**src/rtl/iter_shift_unit.sv**
```systemverilog
// Multi-cycle shift/rotate unit: one 1-bit step per clock with a start/done handshake.
// Q, carry and zero update only on entry to DONE; intermediate steps stay internal.
module iter_shift_unit #(
  parameter int unsigned WIDTH   = 8,
  parameter int unsigned SHAMT_W = 4
) (
  input  logic               clk,
  input  logic               rst,
  input  logic               start,
  input  logic [WIDTH-1:0]   D,
  input  logic [3:0]         mode,
  input  logic [SHAMT_W-1:0] shamt,
  output logic [WIDTH-1:0]   Q,
  output logic               busy,
  output logic               done,
  output logic               carry,
  output logic               zero
);

  typedef enum logic [1:0] {
    IDLE  = 2'd0,
    SHIFT = 2'd1,
    DONE  = 2'd2
  } state_e;

  typedef enum logic [3:0] {
    OP_LSL = 4'b0001,
    OP_LSR = 4'b0010,
    OP_ROR = 4'b0011,
    OP_ROL = 4'b0100,
    OP_ASR = 4'b0101
  } op_e;

  state_e               state_q, state_d;
  logic [WIDTH-1:0]     w_q, w_d;
  logic [SHAMT_W-1:0]   cnt_q, cnt_d;
  logic [3:0]           m_q, m_d;
  logic                 cin_q, cin_d;
  logic [WIDTH-1:0]     q_q, q_d;
  logic                 carry_q, carry_d;
  logic                 zero_q, zero_d;

  function automatic logic is_shift(input logic [3:0] m);
    return (m == OP_LSL) || (m == OP_LSR) || (m == OP_ROR) ||
           (m == OP_ROL) || (m == OP_ASR);
  endfunction

  // Returns {bit leaving W, stepped W}.
  function automatic logic [WIDTH:0] step(input logic [WIDTH-1:0] w, input logic [3:0] m);
    logic [WIDTH:0] r;
    case (m)
      OP_LSL:  r = {w[WIDTH-1], w[WIDTH-2:0], 1'b0};
      OP_LSR:  r = {w[0], 1'b0, w[WIDTH-1:1]};
      OP_ROR:  r = {w[0], w[0], w[WIDTH-1:1]};
      OP_ROL:  r = {w[WIDTH-1], w[WIDTH-2:0], w[WIDTH-1]};
      OP_ASR:  r = {w[0], w[WIDTH-1], w[WIDTH-1:1]};
      default: r = {1'b0, w};
    endcase
    return r;
  endfunction

  always_ff @(posedge clk) begin
    if (rst) begin
      state_q <= IDLE;
    end else begin
      state_q <= state_d;
    end
  end

  always_comb begin
    state_d = state_q;
    case (state_q)
      IDLE: begin
        if (start) begin
          state_d = ((shamt != '0) && is_shift(mode)) ? SHIFT : DONE;
        end
      end
      SHIFT: begin
        if (cnt_q == SHAMT_W'(1)) begin
          state_d = DONE;
        end
      end
      DONE:    state_d = IDLE;
      default: state_d = IDLE;
    endcase
  end

  always_comb begin
    busy = (state_q != IDLE);
    done = (state_q == DONE);
  end

  // Q is taken from the next W so a zero-step op publishes D on the same edge it is loaded.
  always_comb begin
    w_d     = w_q;
    cnt_d   = cnt_q;
    m_d     = m_q;
    cin_d   = cin_q;
    q_d     = q_q;
    carry_d = carry_q;
    zero_d  = zero_q;
    if (state_q == IDLE && start) begin
      w_d   = D;
      m_d   = mode;
      cnt_d = shamt;
      cin_d = 1'b0;
    end else if (state_q == SHIFT) begin
      {cin_d, w_d} = step(w_q, m_q);
      cnt_d        = cnt_q - SHAMT_W'(1);
    end
    if (state_d == DONE && state_q != DONE) begin
      q_d     = w_d;
      carry_d = cin_d;
      zero_d  = (w_d == '0);
    end
  end

  always_ff @(posedge clk) begin
    if (rst) begin
      w_q     <= '0;
      cnt_q   <= '0;
      m_q     <= '0;
      cin_q   <= 1'b0;
      q_q     <= '0;
      carry_q <= 1'b0;
      zero_q  <= 1'b0;
    end else begin
      w_q     <= w_d;
      cnt_q   <= cnt_d;
      m_q     <= m_d;
      cin_q   <= cin_d;
      q_q     <= q_d;
      carry_q <= carry_d;
      zero_q  <= zero_d;
    end
  end

  assign Q     = q_q;
  assign carry = carry_q;
  assign zero  = zero_q;

endmodule

```
**config.mk**
```make
export PLATFORM = sky130hd
export DESIGN_NAME = iter_shift_unit
export DESIGN_NICKNAME = d
export VERILOG_FILES = /design/src/rtl/iter_shift_unit.sv
export SDC_FILE = /design/constraint.sdc
export NUM_CORES = 1
export LEC_CHECK = 0
export ABC_AREA = 1
export CAP_MARGIN = 20
export CORE_ASPECT_RATIO = 1.4
export CORE_MARGIN = 1
export CORE_UTILIZATION = 51
export CTS_CLUSTER_SIZE = 20
export DETAILED_ROUTE_END_ITERATION = 10
export GPL_TIMING_DRIVEN = 0
export HOLD_SLACK_MARGIN = 0.02
export PLACE_DENSITY = 0.79
export SYNTH_ARGS = -nofsm -noshare
export SYNTH_HDL_FRONTEND = slang
export SYNTH_SLANG_ARGS = --single-unit
```
**constraint.sdc**
```tcl
create_clock -name clk -period 2 [get_ports clk]
set_input_delay 0.6 -clock clk [delete_from_list [all_inputs] [get_ports clk]]
set_output_delay 0.6 -clock clk [all_outputs]
set_load 0.005 [all_outputs]
```
==> impl_metrics.tcl <==
set metrics [dict create \
    status "complete, no violations" \
    required_ps 1400 \
    fin_crit_sh_pct 94.4 \
    seq_area_frac_synth_pct 37.1 \
    p_comb_share_pct 24.6 \
    grt_start_max_net_pins 11 \
    regToRegEndpoint "zero" \
    crit_path_start "state_q[1]" \
    clock_latency_ps 280 \
    cts_max_level 2 \
    period_minus_slack_ps 1890 \
    io_pins 31 \
    crit_end "done" \
    gp_routability_congestion 0.792 \
    crit_fanout 3 \
    dp_hpwl_microns 2730 \
    cts_tree "built" \
    dp_slack_ps -320 \
    avgRoutedWirePerCell_microns 11.8 \
    clkSlewWorstSetupHoldPaths_ps 60 \
    hold_slack_ps 474 \
    crit_chain "inv_1 -> nor2_1 -> clkdlybuf4s50_1" \
    drt_iter0_drc 39 \
    postSynthAreaPerCell_sq_um 6.46 \
    vdd.ir_drop.worst_mv 0.651 \
    numCtsBuffers 5 \
    synth_area_sq_mm 0.00156 \
    grt_pass1_vias 1478 \
    fin_util_pct 70.9 \
    rows 23 \
    clkSinkCount 29 \
    switching_share_pct 29.2 \
    ant_nets 0 \
    num-nets-final 302 \
    critPathMaxStageDelay_ps 510 \
    grt_usage_pct 24.4 \
    max-cap-violations 0 \
    netlist_instances 242 \
    synth_top_family_by_area "simple AND/OR/NAND/NOR gates" \
    hold_depth 2 \
    synth_mux_area_share_pct 0.640 \
    drc 0 \
    p_leak_uw 0.000983 \
    port_buffers 29 \
    cp-start-kind "register" \
    grt-ovfl-total 0 \
    cts-root-buf "clkbuf_8" \
    synth_xor_area_share_pct 0 \
    arrival_ps 1290 \
    cts_hold_buf 0 \
    layout_common_cells "nand2_1 (82), dfxtp_1 (29), inv_1 (26), clkdlybuf4s50_1 (26), nor2_1 (24)" \
    max_freq_mhz 530 \
    worstSetupEndpointType "output port" \
    final_common_cell "nand2_1" \
    pwr-share-clk_pct 31.3 \
    design_area_sq_mm 0.00204 \
    vias 1598 \
    reg2reg_from "m_q[2]" \
    clk_path_buf_depth 2 \
    power_density_mw_per_mm2 740 \
    worst_slack_ps 112 \
    fill_cells 257 \
    synth-seq-cells 29 \
    area_growth_pct 30.4 \
    critical_path_class "reg2out" \
    p_seq_share_pct 44.1 \
    worst_pin_slew_ps 408 \
    hold_violations 0 \
    antenna_found_initial 0 \
    relSlewSlack_pct 72.8 \
    antenna_cells 0 \
    core_area_sq_mm 0.00288 \
    fp.dieW_microns 48.8 \
    firstDrtPassIters 4 \
    finClkSkew_ps 3.95 \
    reg2regPathDepth 13 \
    synthSimpleGateAreaFrac_pct 37.5 \
    die_h_microns 67.5 \
    yosysUniqueCellTypes 27 \
    start_util_pct 54.3 \
    grt_setup_unrepaired "no" \
    p_sw_uw 441 \
    finalWirelength_microns 3750 \
    setup_viol 0 \
    drive_above_1_share_pct 11.0 \
    hold_path_class "reg2reg" \
    internal_power_uw 1070 \
    synth_compound_area_share_pct 13.8 \
    slew_violations 0 \
    synth_nets 263 \
    reg2reg_slack_ps 250 \
    grt_pass1_wl_microns 6090 \
    cp_slowest_cell "clkdlybuf4s50_1" \
    synthAdderAreaFrac_pct 1.60 \
    die-area_sq_mm 0.00330 \
    placedInstanceArea_sq_mm 0.00190 \
    vias_per_cell 5.03 \
    yosysWarningCount 0 \
]
-- repair_timing --
item / CTS / global route
gates resized for setup: 0 / 12
buffers inserted: 1 / 2
pin swaps: 1 / 3
endpoints found under the setup margin: 6 / 9
-- cell type report --
cell class / instances / area, sq um / area share (%)
Clock buffer: 7 / 86.3 / 4.23
Inverter: 29 / 109 / 5.34
Buffer: 6 / 45.0 / 2.21
Sequential cell: 29 / 581 / 28.5
Timing Repair Buffer: 32 / 320 / 15.7
Multi-Input combinational cell: 178 / 852 / 41.8
Tap cell: 37 / 46.3 / 2.27
-- metal layers --
layer,share of wire [%],track usage (%)
met1,45,27.6
met2,50,43.8
met5,0,0
met4,1.2,8.46
met3,4.3,7.21
-- synth_stat cells --
library cell | count | share of area, %
nand2_1 | 83 | 20
dfxtp_1 | 29 | 37
inv_1 | 27 | 6.5
nor2_1 | 25 | 6.0
nand3_1 | 17 | 5.4
a21oi_1 | 13 | 4.2
o21ai_0 | 9 | 2.9
o211ai_1 | 7 | 3.4
a31oi_1 | 4 | 1.6
nand2_2 | 4 | 1.6
buf_2 | 2 | 0.64
clkbuf_1 | 2 | 0.48
ha_1 | 2 | 1.6
inv_2 | 2 | 0.48
nand4_1 | 2 | 0.80
nor2_2 | 2 | 0.80
or2_2 | 2 | 0.80
a21boi_2 | 1 | 0.72
a22o_1 | 1 | 0.56
buf_4 | 1 | 0.48
buf_6 | 1 | 0.72
mux2i_1 | 1 | 0.64
nand3_2 | 1 | 0.64
nand3b_1 | 1 | 0.48
nor2_4 | 1 | 0.72
nor3_1 | 1 | 0.32
o21ai_2 | 1 | 0.56
-- critical path, delay by kind of cell (launching register included) --
kind / cells / cell delay [ps]
flops: 1 / 340
buf+inv: 2 / 590
simple gates: 1 / 80
-- per-stage QoR --
step                TNS [ps]  total power (uW)  instances
floorplan                  0               888        242
global placement       -3500              1020        308
detailed placement     -3220              1020        308
CTS                        0              1500        316
global route               0              1600        318
finish                     0              1510        318
-- how the worst min path moves through the flow --
stage,from,to,slack [ps]
6_report,cnt_q[1],cnt_q[1],470
3_3_place_gp,cnt_q[1],cnt_q[1],460
4_1_cts,cin_q,cin_q,480
3_5_place_dp,cin_q,cin_q,470
2_1_floorplan,cnt_q[1],cnt_q[1],450
5_1_grt,cnt_q[1],cnt_q[1],500
-- power by group through the flow --
stage	combinational (uW)	sequential, uW	clock, uW
2_1_floorplan	216	673	0
3_5_place_dp	346	677	0
6_report	371	666	473
4_1_cts	353	666	483
5_1_grt	414	673	515
3_3_place_gp	343	677	0
-- sequential cells by signal (all words and copies together) (netlist names) --
name	cells
carry	1
zero	1
state_q	2
cnt_q	4
cin_q	1
m_q	4
w_q	8
Q	8
-- logic make-up after synthesis --
family	after synthesis
muxes	1
buffers and inverters	35
AOI/OAI and AO/OA	36
adders and majority gates	2
DFF	29
and+or+nand+nor	139
Note: power is estimated with default switching activity, not from simulation.
